$ cat src/rtl/rvee_axilite_arb_if.sv
// AXI-Lite channel bundle shared by the arbiter's requester and memory-side ports.
interface rvee_axilite_arb_if #(
  parameter int AWIDTH = 32,
  parameter int DWIDTH = 32
);
  logic [AWIDTH-1:0]   awaddr;
  logic [2:0]          awprot;
  logic                awvalid;
  logic                awready;
  logic [DWIDTH-1:0]   wdata;
  logic [DWIDTH/8-1:0] wstrb;
  logic                wvalid;
  logic                wready;
  logic [1:0]          bresp;
  logic                bvalid;
  logic                bready;
  logic [AWIDTH-1:0]   araddr;
  logic [2:0]          arprot;
  logic                arvalid;
  logic                arready;
  logic [DWIDTH-1:0]   rdata;
  logic [1:0]          rresp;
  logic                rvalid;
  logic                rready;

  // Initiator side of the bus
  modport master (
    output awaddr, awprot, awvalid, input awready,
    output wdata, wstrb, wvalid, input wready,
    input bresp, bvalid, output bready,
    output araddr, arprot, arvalid, input arready,
    input rdata, rresp, rvalid, output rready
  );

  // Target side of the bus
  modport slave (
    input awaddr, awprot, awvalid, output awready,
    input wdata, wstrb, wvalid, output wready,
    output bresp, bvalid, input bready,
    input araddr, arprot, arvalid, output arready,
    output rdata, rresp, rvalid, input rready
  );
endinterface

$ cat src/rtl/rvee_axilite_arb.sv
// Two-to-one AXI-Lite arbiter: FETCH (s00) and MEM (s01) share one master port
// (m00). One transaction in flight, round-robin between requesters, reads win
// over writes within a port.
module rvee_axilite_arb #(
  parameter int AWIDTH = 32,
  parameter int DWIDTH = 32
) (
  input  logic                 aclk,
  input  logic                 aresetn,
  rvee_axilite_arb_if.slave    s00,
  rvee_axilite_arb_if.slave    s01,
  rvee_axilite_arb_if.master   m00,
  output logic [1:0]           gnt
);

  typedef enum logic [2:0] {IDLE, RADDR, RDATA, WADDR, WRESP} state_t;

  state_t state, state_nxt;
  logic   own, own_nxt;
  logic   lst, lst_nxt;
  logic   aw_done, aw_done_nxt;
  logic   w_done, w_done_nxt;
  logic   req0, req1, pick, aw_hs, w_hs;

  // Owner-selected requester signals
  logic [AWIDTH-1:0]   o_araddr, o_awaddr;
  logic [2:0]          o_arprot, o_awprot;
  logic [DWIDTH-1:0]   o_wdata;
  logic [DWIDTH/8-1:0] o_wstrb;
  logic                o_arvalid, o_awvalid, o_wvalid, o_rready, o_bready;

  // Responses toward the owner, fanned out below
  logic                o_arready, o_awready, o_wready, o_rvalid, o_bvalid;
  logic [DWIDTH-1:0]   o_rdata;
  logic [1:0]          o_rresp, o_bresp;

  assign req0 = s00.arvalid | s00.awvalid;
  assign req1 = s01.arvalid | s01.awvalid;

  assign o_araddr  = own ? s01.araddr  : s00.araddr;
  assign o_arprot  = own ? s01.arprot  : s00.arprot;
  assign o_arvalid = own ? s01.arvalid : s00.arvalid;
  assign o_awaddr  = own ? s01.awaddr  : s00.awaddr;
  assign o_awprot  = own ? s01.awprot  : s00.awprot;
  assign o_awvalid = own ? s01.awvalid : s00.awvalid;
  assign o_wdata   = own ? s01.wdata   : s00.wdata;
  assign o_wstrb   = own ? s01.wstrb   : s00.wstrb;
  assign o_wvalid  = own ? s01.wvalid  : s00.wvalid;
  assign o_rready  = own ? s01.rready  : s00.rready;
  assign o_bready  = own ? s01.bready  : s00.bready;

  // Non-owner port sees zero on every response signal
  assign s00.arready = !own && o_arready;
  assign s00.awready = !own && o_awready;
  assign s00.wready  = !own && o_wready;
  assign s00.rvalid  = !own && o_rvalid;
  assign s00.bvalid  = !own && o_bvalid;
  assign s00.rdata   = own ? '0 : o_rdata;
  assign s00.rresp   = own ? '0 : o_rresp;
  assign s00.bresp   = own ? '0 : o_bresp;
  assign s01.arready = own && o_arready;
  assign s01.awready = own && o_awready;
  assign s01.wready  = own && o_wready;
  assign s01.rvalid  = own && o_rvalid;
  assign s01.bvalid  = own && o_bvalid;
  assign s01.rdata   = own ? o_rdata : '0;
  assign s01.rresp   = own ? o_rresp : '0;
  assign s01.bresp   = own ? o_bresp : '0;

  assign gnt = (state == IDLE) ? 2'b00 : {own, ~own};

  // State, owner, round-robin pointer and write-channel completion flags
  always_ff @(posedge aclk) begin
    if (!aresetn) begin
      state   <= IDLE;
      own     <= 1'b0;
      lst     <= 1'b1;
      aw_done <= 1'b0;
      w_done  <= 1'b0;
    end else begin
      state   <= state_nxt;
      own     <= own_nxt;
      lst     <= lst_nxt;
      aw_done <= aw_done_nxt;
      w_done  <= w_done_nxt;
    end
  end

  // Arbitration, next state and per-state channel passthrough
  always_comb begin
    state_nxt   = state;
    own_nxt     = own;
    lst_nxt     = lst;
    aw_done_nxt = aw_done;
    w_done_nxt  = w_done;
    pick        = 1'b0;
    aw_hs       = 1'b0;
    w_hs        = 1'b0;
    m00.araddr  = '0;
    m00.arprot  = '0;
    m00.arvalid = 1'b0;
    m00.rready  = 1'b0;
    m00.awaddr  = '0;
    m00.awprot  = '0;
    m00.awvalid = 1'b0;
    m00.wdata   = '0;
    m00.wstrb   = '0;
    m00.wvalid  = 1'b0;
    m00.bready  = 1'b0;
    o_arready   = 1'b0;
    o_awready   = 1'b0;
    o_wready    = 1'b0;
    o_rvalid    = 1'b0;
    o_bvalid    = 1'b0;
    o_rdata     = '0;
    o_rresp     = '0;
    o_bresp     = '0;
    case (state)
      IDLE: begin
        if (req0 || req1) begin
          pick      = (req0 && req1) ? ~lst : req1;
          own_nxt   = pick;
          state_nxt = (pick ? s01.arvalid : s00.arvalid) ? RADDR : WADDR;
        end
      end
      RADDR: begin
        m00.araddr  = o_araddr;
        m00.arprot  = o_arprot;
        m00.arvalid = o_arvalid;
        o_arready   = m00.arready;
        if (o_arvalid && m00.arready) state_nxt = RDATA;
      end
      RDATA: begin
        o_rdata    = m00.rdata;
        o_rresp    = m00.rresp;
        o_rvalid   = m00.rvalid;
        m00.rready = o_rready;
        if (m00.rvalid && o_rready) begin
          state_nxt = IDLE;
          lst_nxt   = own;
        end
      end
      WADDR: begin
        // A channel that has already handshaken is masked so it cannot fire twice.
        m00.awaddr  = o_awaddr;
        m00.awprot  = o_awprot;
        m00.awvalid = o_awvalid && !aw_done;
        o_awready   = m00.awready && !aw_done;
        m00.wdata   = o_wdata;
        m00.wstrb   = o_wstrb;
        m00.wvalid  = o_wvalid && !w_done;
        o_wready    = m00.wready && !w_done;
        aw_hs       = o_awvalid && !aw_done && m00.awready;
        w_hs        = o_wvalid && !w_done && m00.wready;
        if ((aw_done || aw_hs) && (w_done || w_hs)) begin
          state_nxt   = WRESP;
          aw_done_nxt = 1'b0;
          w_done_nxt  = 1'b0;
        end else begin
          aw_done_nxt = aw_done || aw_hs;
          w_done_nxt  = w_done || w_hs;
        end
      end
      WRESP: begin
        o_bresp    = m00.bresp;
        o_bvalid   = m00.bvalid;
        m00.bready = o_bready;
        if (m00.bvalid && o_bready) begin
          state_nxt = IDLE;
          lst_nxt   = own;
        end
      end
      default: state_nxt = IDLE;
    endcase
  end

endmodule
$ cat src/flat_wrapper.sv
// flat-port wrapper written by rule: the top's interface ports become plain ports
module rvee_axilite_arb_flat 
#(
  parameter int AWIDTH = 32,
  parameter int DWIDTH = 32
)
  (aclk, aresetn, gnt, s00_awaddr, s00_awprot, s00_awvalid, s00_awready, s00_wdata, s00_wstrb, s00_wvalid, s00_wready, s00_bresp, s00_bvalid, s00_bready, s00_araddr, s00_arprot, s00_arvalid, s00_arready, s00_rdata, s00_rresp, s00_rvalid, s00_rready, s01_awaddr, s01_awprot, s01_awvalid, s01_awready, s01_wdata, s01_wstrb, s01_wvalid, s01_wready, s01_bresp, s01_bvalid, s01_bready, s01_araddr, s01_arprot, s01_arvalid, s01_arready, s01_rdata, s01_rresp, s01_rvalid, s01_rready, m00_awaddr, m00_awprot, m00_awvalid, m00_awready, m00_wdata, m00_wstrb, m00_wvalid, m00_wready, m00_bresp, m00_bvalid, m00_bready, m00_araddr, m00_arprot, m00_arvalid, m00_arready, m00_rdata, m00_rresp, m00_rvalid, m00_rready);
  rvee_axilite_arb_if #(.AWIDTH(AWIDTH), .DWIDTH(DWIDTH)) s00_i ();
  rvee_axilite_arb_if #(.AWIDTH(AWIDTH), .DWIDTH(DWIDTH)) s01_i ();
  rvee_axilite_arb_if #(.AWIDTH(AWIDTH), .DWIDTH(DWIDTH)) m00_i ();
  input  logic aclk;
  input  logic aresetn;
  output logic [1:0] gnt;
  input wire logic [$bits(s00_i.awaddr)-1:0] s00_awaddr;
  input wire logic [$bits(s00_i.awprot)-1:0] s00_awprot;
  input wire logic [$bits(s00_i.awvalid)-1:0] s00_awvalid;
  output wire logic [$bits(s00_i.awready)-1:0] s00_awready;
  input wire logic [$bits(s00_i.wdata)-1:0] s00_wdata;
  input wire logic [$bits(s00_i.wstrb)-1:0] s00_wstrb;
  input wire logic [$bits(s00_i.wvalid)-1:0] s00_wvalid;
  output wire logic [$bits(s00_i.wready)-1:0] s00_wready;
  output wire logic [$bits(s00_i.bresp)-1:0] s00_bresp;
  output wire logic [$bits(s00_i.bvalid)-1:0] s00_bvalid;
  input wire logic [$bits(s00_i.bready)-1:0] s00_bready;
  input wire logic [$bits(s00_i.araddr)-1:0] s00_araddr;
  input wire logic [$bits(s00_i.arprot)-1:0] s00_arprot;
  input wire logic [$bits(s00_i.arvalid)-1:0] s00_arvalid;
  output wire logic [$bits(s00_i.arready)-1:0] s00_arready;
  output wire logic [$bits(s00_i.rdata)-1:0] s00_rdata;
  output wire logic [$bits(s00_i.rresp)-1:0] s00_rresp;
  output wire logic [$bits(s00_i.rvalid)-1:0] s00_rvalid;
  input wire logic [$bits(s00_i.rready)-1:0] s00_rready;
  input wire logic [$bits(s01_i.awaddr)-1:0] s01_awaddr;
  input wire logic [$bits(s01_i.awprot)-1:0] s01_awprot;
  input wire logic [$bits(s01_i.awvalid)-1:0] s01_awvalid;
  output wire logic [$bits(s01_i.awready)-1:0] s01_awready;
  input wire logic [$bits(s01_i.wdata)-1:0] s01_wdata;
  input wire logic [$bits(s01_i.wstrb)-1:0] s01_wstrb;
  input wire logic [$bits(s01_i.wvalid)-1:0] s01_wvalid;
  output wire logic [$bits(s01_i.wready)-1:0] s01_wready;
  output wire logic [$bits(s01_i.bresp)-1:0] s01_bresp;
  output wire logic [$bits(s01_i.bvalid)-1:0] s01_bvalid;
  input wire logic [$bits(s01_i.bready)-1:0] s01_bready;
  input wire logic [$bits(s01_i.araddr)-1:0] s01_araddr;
  input wire logic [$bits(s01_i.arprot)-1:0] s01_arprot;
  input wire logic [$bits(s01_i.arvalid)-1:0] s01_arvalid;
  output wire logic [$bits(s01_i.arready)-1:0] s01_arready;
  output wire logic [$bits(s01_i.rdata)-1:0] s01_rdata;
  output wire logic [$bits(s01_i.rresp)-1:0] s01_rresp;
  output wire logic [$bits(s01_i.rvalid)-1:0] s01_rvalid;
  input wire logic [$bits(s01_i.rready)-1:0] s01_rready;
  output wire logic [$bits(m00_i.awaddr)-1:0] m00_awaddr;
  output wire logic [$bits(m00_i.awprot)-1:0] m00_awprot;
  output wire logic [$bits(m00_i.awvalid)-1:0] m00_awvalid;
  input wire logic [$bits(m00_i.awready)-1:0] m00_awready;
  output wire logic [$bits(m00_i.wdata)-1:0] m00_wdata;
  output wire logic [$bits(m00_i.wstrb)-1:0] m00_wstrb;
  output wire logic [$bits(m00_i.wvalid)-1:0] m00_wvalid;
  input wire logic [$bits(m00_i.wready)-1:0] m00_wready;
  input wire logic [$bits(m00_i.bresp)-1:0] m00_bresp;
  input wire logic [$bits(m00_i.bvalid)-1:0] m00_bvalid;
  output wire logic [$bits(m00_i.bready)-1:0] m00_bready;
  output wire logic [$bits(m00_i.araddr)-1:0] m00_araddr;
  output wire logic [$bits(m00_i.arprot)-1:0] m00_arprot;
  output wire logic [$bits(m00_i.arvalid)-1:0] m00_arvalid;
  input wire logic [$bits(m00_i.arready)-1:0] m00_arready;
  input wire logic [$bits(m00_i.rdata)-1:0] m00_rdata;
  input wire logic [$bits(m00_i.rresp)-1:0] m00_rresp;
  input wire logic [$bits(m00_i.rvalid)-1:0] m00_rvalid;
  output wire logic [$bits(m00_i.rready)-1:0] m00_rready;
  assign s00_i.awaddr = s00_awaddr;
  assign s00_i.awprot = s00_awprot;
  assign s00_i.awvalid = s00_awvalid;
  assign s00_awready = s00_i.awready;
  assign s00_i.wdata = s00_wdata;
  assign s00_i.wstrb = s00_wstrb;
  assign s00_i.wvalid = s00_wvalid;
  assign s00_wready = s00_i.wready;
  assign s00_bresp = s00_i.bresp;
  assign s00_bvalid = s00_i.bvalid;
  assign s00_i.bready = s00_bready;
  assign s00_i.araddr = s00_araddr;
  assign s00_i.arprot = s00_arprot;
  assign s00_i.arvalid = s00_arvalid;
  assign s00_arready = s00_i.arready;
  assign s00_rdata = s00_i.rdata;
  assign s00_rresp = s00_i.rresp;
  assign s00_rvalid = s00_i.rvalid;
  assign s00_i.rready = s00_rready;
  assign s01_i.awaddr = s01_awaddr;
  assign s01_i.awprot = s01_awprot;
  assign s01_i.awvalid = s01_awvalid;
  assign s01_awready = s01_i.awready;
  assign s01_i.wdata = s01_wdata;
  assign s01_i.wstrb = s01_wstrb;
  assign s01_i.wvalid = s01_wvalid;
  assign s01_wready = s01_i.wready;
  assign s01_bresp = s01_i.bresp;
  assign s01_bvalid = s01_i.bvalid;
  assign s01_i.bready = s01_bready;
  assign s01_i.araddr = s01_araddr;
  assign s01_i.arprot = s01_arprot;
  assign s01_i.arvalid = s01_arvalid;
  assign s01_arready = s01_i.arready;
  assign s01_rdata = s01_i.rdata;
  assign s01_rresp = s01_i.rresp;
  assign s01_rvalid = s01_i.rvalid;
  assign s01_i.rready = s01_rready;
  assign m00_awaddr = m00_i.awaddr;
  assign m00_awprot = m00_i.awprot;
  assign m00_awvalid = m00_i.awvalid;
  assign m00_i.awready = m00_awready;
  assign m00_wdata = m00_i.wdata;
  assign m00_wstrb = m00_i.wstrb;
  assign m00_wvalid = m00_i.wvalid;
  assign m00_i.wready = m00_wready;
  assign m00_i.bresp = m00_bresp;
  assign m00_i.bvalid = m00_bvalid;
  assign m00_bready = m00_i.bready;
  assign m00_araddr = m00_i.araddr;
  assign m00_arprot = m00_i.arprot;
  assign m00_arvalid = m00_i.arvalid;
  assign m00_i.arready = m00_arready;
  assign m00_i.rdata = m00_rdata;
  assign m00_i.rresp = m00_rresp;
  assign m00_i.rvalid = m00_rvalid;
  assign m00_rready = m00_i.rready;
  rvee_axilite_arb #(.AWIDTH(AWIDTH), .DWIDTH(DWIDTH)) u_core (.aclk(aclk), .aresetn(aresetn), .s00(s00_i), .s01(s01_i), .m00(m00_i), .gnt(gnt));
endmodule
$ cat config.mk
export PLATFORM = sky130hd
export DESIGN_NAME = rvee_axilite_arb_flat
export DESIGN_NICKNAME = d
export VERILOG_FILES = /design/src/rtl/rvee_axilite_arb_if.sv /design/src/rtl/rvee_axilite_arb.sv /design/src/flat_wrapper.sv
export SDC_FILE = /design/constraint.sdc
export NUM_CORES = 1
export LEC_CHECK = 0
export BUFFER_PORTS_ARGS = -buffer_cell sky130_fd_sc_hd__buf_2
export CAP_MARGIN = 40
export CORE_AREA = 2 2 178 180
export CTS_CLUSTER_SIZE = 16
export DETAILED_ROUTE_END_ITERATION = 10
export DIE_AREA = 0 0 180 182
export PLACE_DENSITY_LB_ADDON = 0.12
export SYNTH_ARGS = -nofsm -noshare
export SYNTH_HDL_FRONTEND = slang
export SYNTH_SLANG_ARGS = --single-unit
$ cat constraint.sdc
create_clock -name aclk -period 2.3 [get_ports aclk]
set_clock_uncertainty 0.1 [all_clocks]
set_input_delay 0.46 -clock aclk [delete_from_list [all_inputs] [get_ports aclk]]
set_output_delay 0.46 -clock aclk [all_outputs]
set_load 0.01 [all_outputs]
==> impl_metrics.yaml, run 1 <==
die:
  rows: 65
  initial_core_util_pct: 8.77
  die_area_um2: 32800
  die_h_um: 182
  io_pins: 460
  core_um2: 31000
  fp.dieW_um: 180
placement:
  numPortBuffers: 459
  place_inst: 1257
  dp_hpwl_um: 17300
  gp_congestion: 0.758
  placed_cell_area_um2: 5680
  place_ws_ps: 166
clock_network:
  numCtsBuffers: 3
  htreeDepth: 1
  postCtsHoldBufs: 0
  clock_insertion_delay_worst_skew_ps: 240
  clock_sinks: 7
  clk_pin_slew_worst_paths_ps: 40
  root_buffer: "clkbuf_16"
  clockBufferDepth: 2
  cts_tree: "yes"
grt:
  gr-total-overflow: 0
  grt_max_degree: 36
  grt_usage_pct: 10.9
  grt_pass1_wl_um: 27500
  grt_pass1_vias: 4557
  antenna_found_initial: 8
route:
  vias_per_cell: 3.57
  firstDrtPassIters: 4
  wl_per_cell_um: 15.3
  drt-total-wl_um: 19400
  final_antenna_net_count: 0
  route.vias.total: 4521
  drt_iter0_markers: 74
  drcViolationCount: 0
timing:
  rsz0062_at_grt: "false"
  min_period_over_period_pct: 95.2
  finalCriticalPeriod_ps: 2190
  setup-tns-final_ps: 0
  slew_headroom_pct: 75.6
  worst_slew_pin_slew_ps: 355
  setup_ws_ps: 110
  setup_violations: 0
  finalHoldViolations: 0
  slew_violations: 0
  max_freq_mhz: 457
synthesis:
  synth-seq-cells: 7
  syn_area_um2: 2720
  ys_types: 36
  synth_edf_count: 0
  yosys_most_used_dff: "dfxtp_1"
  avgSynthCellArea_um2: 6.74
  synthCells: 403
  syn-num-nets: 668
  synthArstFlopShare_pct: 0
  synth_seq_area_share_pct: 5.16
  yosysWarnings: 0
pwr:
  leakage_nw: 3.22
  power_density_nw_per_um2: 378
  ir_drop_v: 0.000174
setup_path:
  reg2reg_depth: 5
  rr_startpoint: "u_core.own"
  critPathCaptureType: "output port"
  required_ps: 1740
  crit_slowest_cell: "or3_4"
  cp_num_buf_inv: 2
  rrSetupSlack_ps: 380
  startpoint_type: "register"
  path_max_fanout: 26
  cpPeakStageDelay_ps: 480
  r2r-end: "u_core.state[1]"
  critPathArrivalTime_ps: 1630
  path_cells: "or3_4 -> buf_4 -> nor2_1 -> buf_2"
  critPathKind: "register to output port"
  path_delay_family: "simple AND/OR/NAND/NOR gates"
cells_and_area:
  fin_area_um2: 5790
  drive_above_1_share_pct: 58.5
  stdcell_count: 1266
  syn_to_final_growth_pct: 113
  final_cell_mix: "459 x buf_2, 120 x nor2_1, 108 x mux2i_1, 74 x and2_1, 17 x buf_4"
  fillers: 3619
  fin_util_pct: 18.7
  mostFrequentLayoutCell: "buf_2"
  nets: 1126
min_path:
  hold_path.class: "register to register"
  hp-start: "u_core.lst"
  holdPathStages: 1
  holdPathEnd: "u_core.lst"
job:
  cap_violations: 0
outcome:
  status: "completed"
where the power goes:
part | switching, mW | internal, mW | leakage, nW
Sequential | 0.0278 | 0.139 | 0.0582
Combinational | 0.908 | 0.813 | 3.12
Clock | 0.0707 | 0.231 | 0.0382
Total | 1.01 | 1.18 | 3.22
Yosys cell counts (2+ instances only):
| cell | count | area share [%] |
|---|---|---|
| buf_2 | 24 | 4.4 |
| buf_4 | 4 | 1.1 |
| mux2_4 | 3 | 1.7 |
| a31oi_1 | 3 | 0.69 |
| clkbuf_1 | 4 | 0.55 |
| and2_1 | 74 | 17 |
| dfxtp_1 | 7 | 5.2 |
| mux2i_1 | 108 | 40 |
| buf_6 | 2 | 0.83 |
| inv_2 | 2 | 0.28 |
| nor2_1 | 122 | 17 |
| o21ai_1 | 4 | 0.74 |
| inv_1 | 2 | 0.28 |
| o21ai_0 | 2 | 0.37 |
| nand2_1 | 6 | 0.83 |
| and3_1 | 11 | 2.5 |
| nand3_1 | 3 | 0.55 |
| nor3_1 | 4 | 0.74 |
through the flow:
| stage | hold WS, ps | total power [mW] |
|---|---|---|
| 2_1_floorplan | 366 | 1.04 |
| 3_3_place_gp | 420 | 1.93 |
| 3_5_place_dp | 409 | 1.91 |
| 4_1_cts | 425 | 2.23 |
| 5_1_grt | 443 | 2.36 |
| 6_report | 426 | 2.19 |
state kept, by name, indices dropped and copies added (netlist names):
register,flops
u_core.aw_done,1
u_core.lst,1
u_core.own,1
u_core.state,3
u_core.w_done,1
kinds of logic after synthesis:
group                  synth area share (%)
AO/OA/AOI/OAI                          5.34
buffers and inverters                  7.46
flip-flops                             5.16
multiplexers                           41.5
AND/OR/NAND/NOR                        40.6
metal layers:
metal	vias to the layer above	track usage, %	routed length [um]	share of wire [%]
li1	2262	-	-	-
met1	1938	11.0	6890	36
met2	293	21.9	10600	54
met3	26	2.41	1480	7.6
met4	2	3.74	447	2.3
met5	-	0	11	0.057
worst max path at each step:
| stage | end | cells after the start | slack, ps | startpoint |
|---|---|---|---|---|
| final | m00_arprot[0] | 4 | 110 | u_core.state[2] |
| after global routing | m00_wdata[0] | 5 | 7 | u_core.state[2] |
| after CTS | m00_wdata[0] | 5 | 30 | u_core.state[1] |
| after detailed placement | m00_wdata[0] | 5 | 170 | u_core.state[1] |
| after global placement | m00_wdata[0] | 5 | 200 | u_core.state[1] |
| after floorplan | m00_araddr[23] | 6 | 390 | u_core.state[0] |
final cells by class:
type	instances	area (um2)	share of cell area (%)
repair buffers	487	2650	45.7
well taps	402	503	8.69
multi-input cells	358	2390	41.3
diodes	4	10.0	0.173
inverters	4	15.0	0.259
clock buffers	4	78.8	1.36
flip-flops and latches	7	145	2.51
repair_timing:
action	4_1_cts	5_1_grt
resized for setup	3	2
buffers inserted	1	0
setup endpoints to repair	66	42
No activity file was read; power rests on OpenSTA's default activity.
==> inputs of run 2 (changes only) <==
--- a/config.mk
+++ b/config.mk
@@ -6,12 +6,14 @@
 export NUM_CORES = 1
 export LEC_CHECK = 0
 export BUFFER_PORTS_ARGS = -buffer_cell sky130_fd_sc_hd__buf_2
-export CAP_MARGIN = 40
+export CAP_MARGIN = 30
 export CORE_AREA = 2 2 178 180
 export CTS_CLUSTER_SIZE = 16
 export DETAILED_ROUTE_END_ITERATION = 10
 export DIE_AREA = 0 0 180 182
 export PLACE_DENSITY_LB_ADDON = 0.12
+export RECOVER_POWER = 25
+export REMOVE_ABC_BUFFERS = 1
 export SYNTH_ARGS = -nofsm -noshare
 export SYNTH_HDL_FRONTEND = slang
 export SYNTH_SLANG_ARGS = --single-unit
==> run 2 against run 1 <==
Net effect: register-to-register slack got worse by 140 ps; combinational power decreased by 5%; clock power decreased by 3%.
==> impl_metrics.yaml, run 2 (synthesized netlist as in run 1, its figures left out) <==
clock_network:
  clk_pin_slew_worst_paths_ps: 40
  root_buffer: "clkbuf_16"
  clock_insertion_delay_worst_skew_ps: 230
  post_cts_buffers: 0
  htreeDepth: 1
  cts_tree: "yes"
  clockBufferDepth: 2
  clock_sinks: 7
  numCtsBuffers: 3
setup_path:
  cpPeakStageDelay_ps: 430
  cp_num_buf_inv: 2
  path_max_fanout: 35
  crit_slowest_cell: "or3_4"
  required_ps: 1740
  critPathKind: "register to output port"
  critPathArrivalTime_ps: 1650
  path_delay_family: "simple AND/OR/NAND/NOR gates"
  path_cells: "or3_4 -> buf_6 -> nor2_1 -> buf_2"
  startpoint_type: "register"
  critPathCaptureType: "output port"
die:
  fp.dieW_um: 180
  initial_core_util_pct: 8.77
  rows: 65
  die_area_um2: 32800
  core_um2: 31000
  die_h_um: 182
  io_pins: 460
placement:
  place_inst: 1253
  placed_cell_area_um2: 5620
  numPortBuffers: 459
  gp_congestion: 0.780
  dp_hpwl_um: 16700
  place_ws_ps: 219
timing:
  rsz0062_at_grt: "false"
  worst_slew_pin_slew_ps: 377
  max_freq_mhz: 453
  min_period_over_period_pct: 96.0
  slew_violations: 0
  setup_violations: 0
  fin_hold_ws_ps: 410
  setup-tns-final_ps: 0
  setup_ws_ps: 91.3
  finalCriticalPeriod_ps: 2210
  slew_headroom_pct: 74.5
  finalHoldViolations: 0
route:
  wl_per_cell_um: 14.8
  final_antenna_net_count: 0
  drcViolationCount: 0
  drt_iter0_markers: 89
  vias_per_cell: 3.57
  firstDrtPassIters: 4
  drt-total-wl_um: 18600
  route.vias.total: 4486
pwr:
  leakage_nw: 3.07
  power_density_nw_per_um2: 371
  total_power_mw: 2.09
  power_switching_mw: 0.971
  clockPowerShare_pct: 14.0
  netSwitchingFraction_pct: 46.5
  p_int_mw: 1.12
  ir_drop_v: 0.000164
  pwr-share-comb_pct: 78.2
  p_seq_share_pct: 7.8
grt:
  antenna_found_initial: 3
  grt_pass1_wl_um: 26900
  gr-total-overflow: 0
  grt_max_degree: 36
  grt_usage_pct: 10.5
  grt_pass1_vias: 4622
cells_and_area:
  multi_input_area_um2: 2380
  nets: 1121
  regArea_um2: 146
  n_antenna_cell: 0
  largest_register_ffs: 3
  mostFrequentLayoutCell: "buf_2"
  regMostFlops: "u_core.state"
  drive_above_1_share_pct: 55.4
  fin_area_um2: 5640
  final_cell_mix: "430 x buf_2, 119 x nor2_1, 108 x mux2i_1, 72 x and2_1, 24 x clkbuf_1"
  fillers: 3670
  syn_to_final_growth_pct: 108
  stdcell_count: 1257
  fin_util_pct: 18.2
job:
  cap_violations: 0
outcome:
  status: "completed"
min_path:
  hold_path.class: "register to register"
run 2: cell types whose count changed in the layout (fill, tap and decap cells not counted), sizes merged:
cell	change
buf	-39
diode	-4
clkbuf	+34
run 2: cell type report:
cell class	instances	share of cell area [%]
tap	402	8.91
sequential	7	2.59
timing repair buffer	482	44.7
clock buffer	4	1.40
inverter	4	0.266
multi-input combinational	358	42.1
run 2: worst paths after layout:
kind	slack (ps)	depth (start not counted)	startpoint	end
hold reg to reg	410	2	u_core.aw_done	u_core.aw_done
setup / recovery	90	4	u_core.state[2]	m00_araddr[0]
hold / removal	410	2	u_core.aw_done	u_core.aw_done
setup reg to reg	240	5	u_core.own	u_core.state[1]
run 2: what timing repair did:
action	4_1_cts	5_1_grt
endpoints found under the setup margin	2	48
gates resized for setup	2	5
hold buffers	0	0
run 2: tightest hold or removal path: cells and delay by family (launching register included):
kind               cells  cell delay (ps)
and+or+nand+nor        1               80
DFF                    1              340
AOI/OAI and AO/OA      1               50
run 2: power by group through the flow:
stage	registers, mW	clock network (mW)	logic, mW
3_5_place_dp	0.164	0	1.71
5_1_grt	0.168	0.305	1.81
4_1_cts	0.163	0.296	1.72
6_report	0.164	0.293	1.63
3_3_place_gp	0.164	0	1.73
2_1_floorplan	0.238	0	0.817
run 2: metal layers:
metal / track usage (%) / vias to the layer above / routed length (um)
met5: 0 / - / 47
met3: 2.47 / 10 / 1530
met1: 11.1 / 1947 / 6940
met2: 21.6 / 270 / 10100
met4: 0.943 / 6 / 72
li1: - / 2253 / -
